--- src/rtl/bridge_defs.sv ---
// Shared constants and types for the CPU-to-device bus bridge.
package bridge_defs;

    localparam int unsigned ADDR_W = 32;
    localparam int unsigned DATA_W = 32;
    localparam int unsigned N_DEV  = 3;
    localparam int unsigned IRQ_W  = 3;
    localparam int unsigned HWINT_W = 6;
    localparam int unsigned OFS_W  = 2;

    localparam logic [ADDR_W-1:0] DEF_BASE0 = 32'h0000_7F00;
    localparam logic [ADDR_W-1:0] DEF_BASE1 = 32'h0000_7F10;
    localparam logic [ADDR_W-1:0] DEF_BASE2 = 32'h0000_7F20;

    localparam int unsigned DEV_TIMER0 = 0;
    localparam int unsigned DEV_TIMER1 = 1;
    localparam int unsigned DEV_SPARE2 = 2;

    typedef enum logic [1:0] {
        ST_IDLE   = 2'b00,
        ST_ACCESS = 2'b01,
        ST_RESP   = 2'b10
    } state_e;

    // Request fields that must survive the whole access.
    typedef struct packed {
        logic [ADDR_W-1:0] addr;
        logic              we;
    } req_t;

endpackage

--- src/rtl/bridge_addr_dec.sv ---
// Combinational address decoder: one-hot device hit plus misalignment/unmapped error.
module bridge_addr_dec
    import bridge_defs::*;
#(
    parameter logic [ADDR_W-1:0] BASE0 = DEF_BASE0,
    parameter logic [ADDR_W-1:0] BASE1 = DEF_BASE1,
    parameter logic [ADDR_W-1:0] BASE2 = DEF_BASE2
) (
    input  logic [ADDR_W-1:0] addr_i,
    output logic [N_DEV-1:0]  hit_o,
    output logic              err_o
);

    logic ofs_ok_c;

    // Word offset 3 lies outside each device's register map.
    assign ofs_ok_c = (addr_i[3:2] != 2'b11);

    assign hit_o[DEV_TIMER0] = (addr_i[ADDR_W-1:4] == BASE0[ADDR_W-1:4]) && ofs_ok_c;
    assign hit_o[DEV_TIMER1] = (addr_i[ADDR_W-1:4] == BASE1[ADDR_W-1:4]) && ofs_ok_c;
    assign hit_o[DEV_SPARE2] = (addr_i[ADDR_W-1:4] == BASE2[ADDR_W-1:4]) && ofs_ok_c;

    assign err_o = (addr_i[1:0] != 2'b00) || (hit_o == '0);

endmodule

--- src/rtl/sys_bridge.sv ---
// CPU-side device bus initiator: one registered single-word access per CPU request,
// plus a one-cycle IRQ register feeding the CPU HWInt vector.
module sys_bridge
    import bridge_defs::*;
#(
    parameter logic [ADDR_W-1:0] BASE0 = DEF_BASE0,
    parameter logic [ADDR_W-1:0] BASE1 = DEF_BASE1,
    parameter logic [ADDR_W-1:0] BASE2 = DEF_BASE2
) (
    input  logic                      clk,
    input  logic                      RST_I,
    input  logic                      PrReq,
    input  logic [ADDR_W-1:0]         PrAddr,
    input  logic                      PrWE,
    input  logic [DATA_W-1:0]         PrWD,
    output logic [DATA_W-1:0]         PrRD,
    output logic                      PrAck,
    output logic                      PrErr,
    output logic [HWINT_W-1:0]        HWInt,
    output logic [OFS_W-1:0]          ADD_O,
    output logic [N_DEV-1:0]          WE_O,
    output logic [DATA_W-1:0]         DAT_O,
    input  logic [N_DEV*DATA_W-1:0]   DAT_I,
    input  logic [IRQ_W-1:0]          IRQ_I
);

    state_e              state_q;
    req_t                req_q;
    logic [DATA_W-1:0]   rd_q;
    logic                ack_q;
    logic                err_q;
    logic [HWINT_W-1:0]  hwint_q;
    logic [OFS_W-1:0]    add_q;
    logic [N_DEV-1:0]    we_o_q;
    logic [DATA_W-1:0]   dat_q;

    logic [ADDR_W-1:0]   dec_addr_c;
    logic [N_DEV-1:0]    dec_hit_c;
    logic                dec_err_c;
    logic [DATA_W-1:0]   rd_slice_c;

    // Decode the incoming address while idle, the latched one during the access.
    assign dec_addr_c = (state_q == ST_IDLE) ? PrAddr : req_q.addr;

    bridge_addr_dec #(
        .BASE0 (BASE0),
        .BASE1 (BASE1),
        .BASE2 (BASE2)
    ) u_addr_dec (
        .addr_i (dec_addr_c),
        .hit_o  (dec_hit_c),
        .err_o  (dec_err_c)
    );

    // Read slice of the hit device; zero for stores and failed decodes.
    always_comb begin
        rd_slice_c = '0;
        if (!dec_err_c && !req_q.we) begin
            for (int unsigned k = 0; k < N_DEV; k++) begin
                if (dec_hit_c[k]) begin
                    rd_slice_c = rd_slice_c | DAT_I[k*DATA_W +: DATA_W];
                end
            end
        end
    end

    always_ff @(posedge clk or posedge RST_I) begin
        if (RST_I) begin
            state_q <= ST_IDLE;
            req_q   <= '0;
            rd_q    <= '0;
            ack_q   <= 1'b0;
            err_q   <= 1'b0;
            hwint_q <= '0;
            add_q   <= '0;
            we_o_q  <= '0;
            dat_q   <= '0;
        end else begin
            hwint_q <= {(HWINT_W-IRQ_W)'(0), IRQ_I};
            case (state_q)
                ST_IDLE: begin
                    if (PrReq) begin
                        req_q.addr <= PrAddr;
                        req_q.we   <= PrWE;
                        add_q      <= PrAddr[3:2];
                        dat_q      <= PrWD;
                        we_o_q     <= (PrWE && !dec_err_c) ? dec_hit_c : '0;
                        state_q    <= ST_ACCESS;
                    end
                end
                ST_ACCESS: begin
                    rd_q    <= rd_slice_c;
                    err_q   <= dec_err_c;
                    ack_q   <= 1'b1;
                    we_o_q  <= '0;
                    state_q <= ST_RESP;
                end
                ST_RESP: begin
                    ack_q   <= 1'b0;
                    err_q   <= 1'b0;
                    state_q <= ST_IDLE;
                end
                default: begin
                    ack_q   <= 1'b0;
                    err_q   <= 1'b0;
                    we_o_q  <= '0;
                    state_q <= ST_IDLE;
                end
            endcase
        end
    end

    assign PrRD  = rd_q;
    assign PrAck = ack_q;
    assign PrErr = err_q;
    assign HWInt = hwint_q;
    assign ADD_O = add_q;
    assign WE_O  = we_o_q;
    assign DAT_O = dat_q;

endmodule

--- config.mk ---
export PLATFORM = sky130hd
export DESIGN_NAME = sys_bridge
export DESIGN_NICKNAME = d
export VERILOG_FILES = /design/src/rtl/bridge_defs.sv /design/src/rtl/bridge_addr_dec.sv /design/src/rtl/sys_bridge.sv
export SDC_FILE = /design/constraint.sdc
export NUM_CORES = 1
export LEC_CHECK = 0
export ABC_AREA = 1
export CAP_MARGIN = 20
export CORE_MARGIN = 1.5
export CORE_UTILIZATION = 42
export DETAILED_ROUTE_END_ITERATION = 12
export GPL_TIMING_DRIVEN = 0
export PLACE_DENSITY = 0.79
export SKIP_LAST_GASP = 1
export SLEW_MARGIN = 20
export SYNTH_ARGS = -nofsm -noshare
export SYNTH_HDL_FRONTEND = slang
export SYNTH_SLANG_ARGS = --single-unit
--- constraint.sdc ---
create_clock -name clk -period 3.8 [get_ports clk]
set_clock_uncertainty 0.15 [all_clocks]
set_input_delay 0.57 -clock clk [delete_from_list [all_inputs] [get_ports clk]]
set_output_delay 0.57 -clock clk [all_outputs]
set_load 0.01 [all_outputs]
# Word level (Yosys, flattened, before mapping)
# Index checks and enable logic that the tools add are counted.
# op_classes
bitwise,3
eq_ne,7
reduce_logical,13
n_mux,14
# ops
op,n
two-way mux 32 bit,7
"equality test 28 x 11 -> 1 bit, second input constant",3
OR 32 bit,2
two-way mux 3 bit,2
case mux 3 bit (2 select lines),1
logical AND 1 bit,5
"inequality test 2 bit, second input constant",2
case mux 1 bit (2 select lines),2
case mux 2 bit (2 select lines),1
AND reduction 2 bit,2
zero test 3 bit,1
"equality test 2 x 1 -> 1 bit, second input constant",1
"equality test 2 bit, second input constant",1
zero test 1 bit,2
zero test 2 bit,1
two-way mux 2 bit,1
nonzero test 2 bit,1
logical OR 1 bit,1
NOT 1 bit,1
# word_totals
word_cells,47
reg_bits,109
input_bits,167

# Depth between registers and ports, before layout
# Gate-level depths: netlist (run 1).
# depth
depth_word,15
ltp_mapped,13
ltp_nobuf,12

# Cells and area by module
# Synthesis (run 1) repeated with hierarchy kept, for this count alone.
# unflattened
cells_unflattened,733
hier_area_um2,5245.0
# modules_own_cells
module,instances,area_each_um2,cells_per_inst,seq_area_each_um2
sys_bridge,1,5029.8,679,2677.6
bridge_addr_dec,1,215.2,54,0.0

# Worst setup path after synthesis (run 1)
# OpenSTA, ideal clock, no wires.
# synth_timing
kind,input -> register
start,input port PrAddr[18]
end,"register rd_q[0], in the netlist PrRD[0]"
t_arrival_ns,1.541
setup_ns,0.066
path_stages,12
setup_slack_ns,2.044
n_path_buf,1
path_cell_list,nor2_1 > nand2_1 > nor2_1 > nand2_1 > nand2_2 > nand2_2 > clkinv_2 > nand3_2 > nor2_4 > buf_6 > nand2_1 > nand2_1
# synth_via
elab_chain_len,11
elab_cells_between_ends,19
classes_between,eq/ne (3); mux (7); bitwise (2); reduce/logical (7)
# synth_lines
item,line_no,text
start: declaration,sys_bridge.sv:13,"input logic [ADDR_W-1:0] PrAddr,"
two-way mux 32 bit *,sys_bridge.sv:43,assign dec_addr_c = (state_q == ST_IDLE) ? PrAddr : req_q.addr;
equality test 28 x 11 -> 1 bit,bridge_addr_dec.sv:19,assign hit_o[DEV_TIMER0] = (addr_i[ADDR_W-1:4] == BASE0[ADDR_W-1:4]) && ofs_ok_c;
logical AND 1 bit,bridge_addr_dec.sv:19,
two-way mux 32 bit,sys_bridge.sv:60,if (dec_hit_c[k]) begin
two-way mux 32 bit,sys_bridge.sv:58,if (!dec_err_c && !req_q.we) begin
OR 32 bit,sys_bridge.sv:61,rd_slice_c = rd_slice_c | DAT_I[k*DATA_W +: DATA_W];
two-way mux 32 bit,sys_bridge.sv:60,
two-way mux 32 bit,sys_bridge.sv:58,
OR 32 bit,sys_bridge.sv:61,
two-way mux 32 bit,sys_bridge.sv:60,
two-way mux 32 bit *,sys_bridge.sv:58,
end signal: assignment,sys_bridge.sv:92,rd_q <= rd_slice_c;
end: declaration,sys_bridge.sv:29,logic [DATA_W-1:0] rd_q;
# Every way passes the cells marked *; elsewhere a longest branch is shown, timed or not. The select of a mux whose other input is x is not followed.
# A chain may end at the register's enable or synchronous reset.

# Worst setup path after layout (run 1)
# layout_timing
start,input port PrAddr[14]
end,"register rd_q[28], in the netlist PrRD[28]"
# The elaborated chain is that of the path after synthesis.

==> results of run 1 <==
## metal layers
layer,global-route usage (%),share of wire [%],vias up
li1,-,-,2795
met1,35.7,42,2628
met2,41.3,46,288
met3,6.07,8.0,68
met4,13.8,4.3,0
met5,0,0,-
## logic make-up (layout without fill, tap and decap cells)
| family | after synthesis | in the layout | synth area share, % |
|---|---|---|---|
| other | 1 | 3 | 0.0702 |
| DFF | 107 | 107 | 50.1 |
| buffers and inverters | 72 | 329 | 6.74 |
| and+or+nand+nor | 502 | 502 | 41.6 |
| AOI/OAI and AO/OA | 15 | 15 | 1.48 |
## synth_stat cells
cell type and count:
clkinv_2 1, o21ai_0 12, dfrtp_1 107, buf_1 2, o21ai_1 1, a21oi_1 1
nand2_2 4, nand4_1 97, o21ai_2 1, nand3_1 32, nor3_1 1, clkinv_1 1
conb_1 1, nor2_2 3, buf_2 20, buf_4 9, nor2_1 32, nand3_2 1
clkbuf_1 20, inv_2 3, inv_1 12, buf_6 4, nor2_4 4, nand2_1 328
## worst reg2reg max path: stages (launching register included)
cell,delay (ns)
dfrtp_1,0.42
nor2_2,0.17
nand2_1,0.08
nor2_1,0.12
nand2_1,0.08
nand2_2,0.18
clkbuf_1,0.46
nand4_1,0.19
nand3_1,0.14
nand2_1,0.06
nand2_1,0.06
## cell type report
class	instances	area, um2
plain buffers	55	295
clock buffers	10	239
clock inverters	6	47.5
fillers	1093	4230
inverters	17	70.1
multi-input cells	520	2310
flip-flops and latches	107	2680
well taps	172	215
repair buffers	241	2430
## cells in the final DEF, fill, tap and decap left out, drive strengths merged
master         count
conb               3
dfrtp            107
nand3             33
nor2              39
clkbuf            30
nand4             97
nand2            332
inv               18
a21oi              1
nor3               1
buf               36
o21ai             14
clkdlybuf4s50    240
clkinv             5
## metrics by stage
| stage | util, % | setup WS (ns) | setup TNS [ns] |
|---|---|---|---|
| after floorplan | - | 0.263 | 0 |
| after global placement | 63.7 | -1.47 | -156.56 |
| after detailed placement | 63.9 | 1.15 | 0 |
| after CTS | 66.2 | 1.49 | 0 |
| after global routing | 66.2 | 1.30 | 0 |
| final | 66.2 | 1.43 | 0 |
## where the power goes
group	switching [uW]	internal, uW
logic	381	437
registers	98.0	1310
clock network	453	472
## final timing paths
path	startpoint	to	slack, ns	depth (start not counted)
worst min-delay path	PrRD[9]	PrRD[9]	0.33	2
max in group asynchronous	RST_I	req_q[7]	2.40	3
worst min register to register	PrRD[9]	PrRD[9]	0.33	2
min in group asynchronous	RST_I	PrRD[24]	0.41	2
worst max-delay path	PrAddr[14]	PrRD[28]	1.43	12
worst max register to register	state_q[0]	PrRD[28]	1.63	10
## flip-flops by register name, summed over array words and instances, names as in the netlist
register,cells
WE_O,3
PrErr,1
DAT_O,32
state_q,2
req_q,33
HWInt,3
PrAck,1
PrRD,32
==> impl_metrics.tcl, run 1 <==
set metrics [dict create \
    status "finished, final reports clean" \
    vdd_drop_max_mv 0.307 \
    coreArea_um2 12500 \
    h-tree-depth 3 \
    grt_pass1_vias 5575 \
    nNetsFinal 1118 \
    final.period_utilization_pct 62.4 \
    root_buffer "clkbuf_16" \
    critical_path.max_stage_delay_ns 0.46 \
    antenna_found_initial 0 \
    final-instance-count-excl-fill 1128 \
    totalWireLength_um 18000 \
    hpwl_um 13200 \
    max_freq_mhz 422 \
    crit_path_end_kind "register" \
    whs_ns 0.330 \
    drc 0 \
    cpMostUsedCell "nand2_1" \
    setup_viol 0 \
    hold_buffers 0 \
    grt_pass1_wl_um 27700 \
    ys_seq_area_share_pct 50.1 \
    critical_path_peak_fanout 10 \
    overflow 0 \
    crit_type "primary input to register" \
    first_iter_violations 698 \
    cp_top_family "buffers and inverters" \
    synth_area_um2 5340 \
    hp-class "register to register" \
    synthTopCellsByArea "dfrtp_1, nand2_1, nand4_1, nand3_1, nor2_1" \
    placement.io_buffers 240 \
    postLayoutCellArea_um2 8290 \
    finalMaxSlewViolations 0 \
    synthDistinctLibCells 24 \
    drtAntennaViolNets 0 \
    dieWidth_um 116 \
    viasPerCell 5.12 \
    yosysWarningCount 0 \
    cp.arrival_ns 2.52 \
    synth_top_area_share_pct 50.1 \
    cts_setup_buffers 0 \
    cts_buffers 9 \
    routedWlPerCell_um 15.9 \
    start_util_pct 42.7 \
    cts_tree "done" \
    slew-limit-headroom_pct 63.5 \
    dpl_cell_area_um2 8000 \
    critPathBufInv 3 \
    via_count 5779 \
    synth.largest_area_cell "dfrtp_1" \
    period_needed_ns 2.37 \
    die_y_um 116 \
    cts_buffer_depth 2 \
    crit_chain "clkdlybuf4s50_1 -> inv_1 -> nor2_1 -> nand2_1 -> nor2_1 -> nand2_1 -> nand2_2 -> clkbuf_1 -> nand4_1 -> nand3_1 -> nand2_1 -> nand2_1" \
    total_power_uw 3150 \
    required_ns 3.95 \
    total_leakage_power_uw 0.00395 \
    area_growth_pct 55.1 \
    grt_max_degree 80 \
    num_antenna_cells 0 \
    io_pins 244 \
    rsz0062_at_grt "false" \
    hold_viol 0 \
    avgSynthCellArea_um2 7.67 \
    cap_violations 0 \
    dp_cells 1112 \
    cp-start-kind "primary input" \
    layout-drive-gt1-share_pct 7.11 \
    powerDensity_nw_per_um2 381 \
    worst_slew_pin_slew_ns 0.547 \
    cts_resized 0 \
    insertion_delay_ns 0.36 \
    cts.sink_count 107 \
    ys_seq_elements 107 \
    clkTransAtPathRegs_ns 0.07 \
    grt_usage_pct 26.9 \
    dieArea_um2 13400 \
    dr.pass1.iters 9 \
    rows 41 \
    synthCells 697 \
    critPathSlowestCell "clkdlybuf4s50_1" \
    gp_congestion 0.960 \
]
Note: power is estimated with default switching activity, not from simulation.
==> inputs of run 2 (changes only) <==
==> constraint.sdc (replaced) <==
create_clock -name clk -period 2.2 [get_ports clk]
set_clock_uncertainty 0.15 [all_clocks]
set_input_delay 0.33 -clock clk [delete_from_list [all_inputs] [get_ports clk]]
set_output_delay 0.33 -clock clk [all_outputs]
set_load 0.01 [all_outputs]
==> run 2 against run 1 <==
  * Global-route usage is 0.24 points lower
  * First-iteration DRC count is 13% lower
  * Largest power group unchanged
  * Highest routed layer unchanged
  * Hold slack worse by 0.084 ns
  * Die area stayed put
  * Design area is 1.0% higher
  * Via count hardly changed
  * Critical path type is now register to register
  * Critical endpoint is now PrRD[11]
==> impl_metrics.tcl, run 2 (synthesis gave the netlist of run 1 again) <==
set metrics [dict create \
    vdd_drop_max_mv 0.525 \
    viasPerCell 5.12 \
    crit_type "register to register" \
    hp-class "primary input to register" \
    slew-limit-headroom_pct 52.4 \
    grt_max_degree 31 \
    p_comb_share_pct 26.0 \
    coreArea_um2 12500 \
    cts_buffer_depth 2 \
    dieArea_um2 13400 \
    root_buffer "clkbuf_16" \
    seqPwrFrac_pct 44.4 \
    holdPathStages 1 \
    mostFrequentLayoutCells "nand2_1, clkdlybuf4s50_1, dfrtp_1" \
    grt_pass1_vias 5507 \
    clkTransAtPathRegs_ns 0.08 \
    dr.pass1.iters 7 \
    cts.sink_count 107 \
    routedWlPerCell_um 15.7 \
    start_util_pct 42.7 \
    rows 41 \
    powerDensity_nw_per_um2 655 \
    first_iter_violations 609 \
    antenna_found_initial 0 \
    total_leakage_power_uw 0.00398 \
    overflow 0 \
    nNetsFinal 1120 \
    final.period_utilization_pct 94.3 \
    h-tree-depth 3 \
    layout-drive-gt1-share_pct 8.04 \
    insertion_delay_ns 0.36 \
    hold_viol 0 \
    placement.io_buffers 240 \
    layout_commonest_cell "nand2_1" \
    cts_buffers 9 \
    gp_congestion 0.950 \
    largest_reg_flops 33 \
    reg2reg_depth 10 \
    cts_resized 0 \
    cap_violations 0 \
    critical_path_peak_fanout 10 \
    postLayoutCellArea_um2 8370 \
    grt_usage_pct 26.6 \
    area_growth_pct 56.7 \
    setup-tns-final_ns 0 \
    status "finished, final reports clean" \
    cts_setup_buffers 0 \
    switching_share_pct 30.1 \
    p_int_uw 3830 \
    hold_buffers 0 \
    required_ns 2.35 \
    setup_viol 0 \
    hpwl_um 13400 \
    switching_power_uw 1650 \
    via_count 5782 \
    num_antenna_cells 0 \
    totalWireLength_um 17800 \
    crit_path_end_kind "register" \
    die_y_um 116 \
    grt_pass1_wl_um 27500 \
    worst_slew_pin_slew_ns 0.712 \
    clkPwrFrac_pct 29.5 \
    io_pins 244 \
    cts_tree "done" \
    period_needed_ns 2.07 \
    ff2ff_setup_slack_ns 0.13 \
    top_register "req_q" \
    rsz0062_at_grt "true" \
    drc 0 \
    cp-start-kind "register" \
    dpl_cell_area_um2 8040 \
    dieWidth_um 116 \
    drtAntennaViolNets 0 \
    max_freq_mhz 482 \
    cp.arrival_ns 2.23 \
    finalMaxSlewViolations 0 \
]
==> run 2: final timing paths <==
check	startpoint	endpoint
worst max-delay path	state_q[0]	PrRD[11]
worst min-delay path	IRQ_I[0]	HWInt[0]
worst max register to register	state_q[0]	PrRD[11]
worst min register to register	req_q[12]	req_q[12]
max in group asynchronous	RST_I	PrRD[28]
min in group asynchronous	RST_I	PrRD[4]
==> run 2: power groups by stage <==
stage          registers [uW]  clock network [uW]  logic [uW]
6_report                 2430                1620        1430
5_1_grt                  2470                1730        1590
4_1_cts                  2430                1650        1440
3_5_place_dp             2460                   0        1440
3_3_place_gp             2460                   0        1390
2_1_floorplan            2520                   0         541
==> run 2: final cells by class <==
cell class                 instances  area (um2)
buffer                            55         329
fill                            1114        4150
tap                              172         215
clock buffer                       9         225
sequential                       107        2680
multi-input combinational        520        2320
timing repair buffer             243        2470
clock inverter                     7        66.3
inverter                          17        68.8
==> run 2: worst max-delay path: stages (launching register included) <==
cell      delay, ns
dfrtp_1        0.43
nor2_2         0.17
nand2_1        0.08
nor2_1         0.12
nand2_1        0.10
nand2_4        0.13
clkbuf_1       0.38
nand4_1        0.21
nand3_1        0.13
nand2_1        0.05
nand2_1        0.05
==> run 2: metal layers <==
metal  track usage, %  wire (um)  up-vias
met5                0          0        -
li1                 -          -     2796
met1             36.0       7570     2676
met2             41.3       8220      261
met4             10.7        544        0
met3             6.49       1440       49
==> run 2: through the flow <==
| stage | hold WS (ns) | instances | power (uW) | setup WS [ns] | utilization [%] |
|---|---|---|---|---|---|
| floorplan | 0.211 | 699 | 3060 | 0.432 | - |
| global placement | 0.309 | 1111 | 3850 | -0.689 | 63.7 |
| global route | 0.235 | 1130 | 5790 | -0.0490 | 66.9 |
| detailed placement | 0.314 | 1114 | 3900 | -0.163 | 64.2 |
| CTS | 0.238 | 1130 | 5530 | 0.0811 | 66.6 |
| finish | 0.246 | 1130 | 5480 | 0.125 | 66.9 |
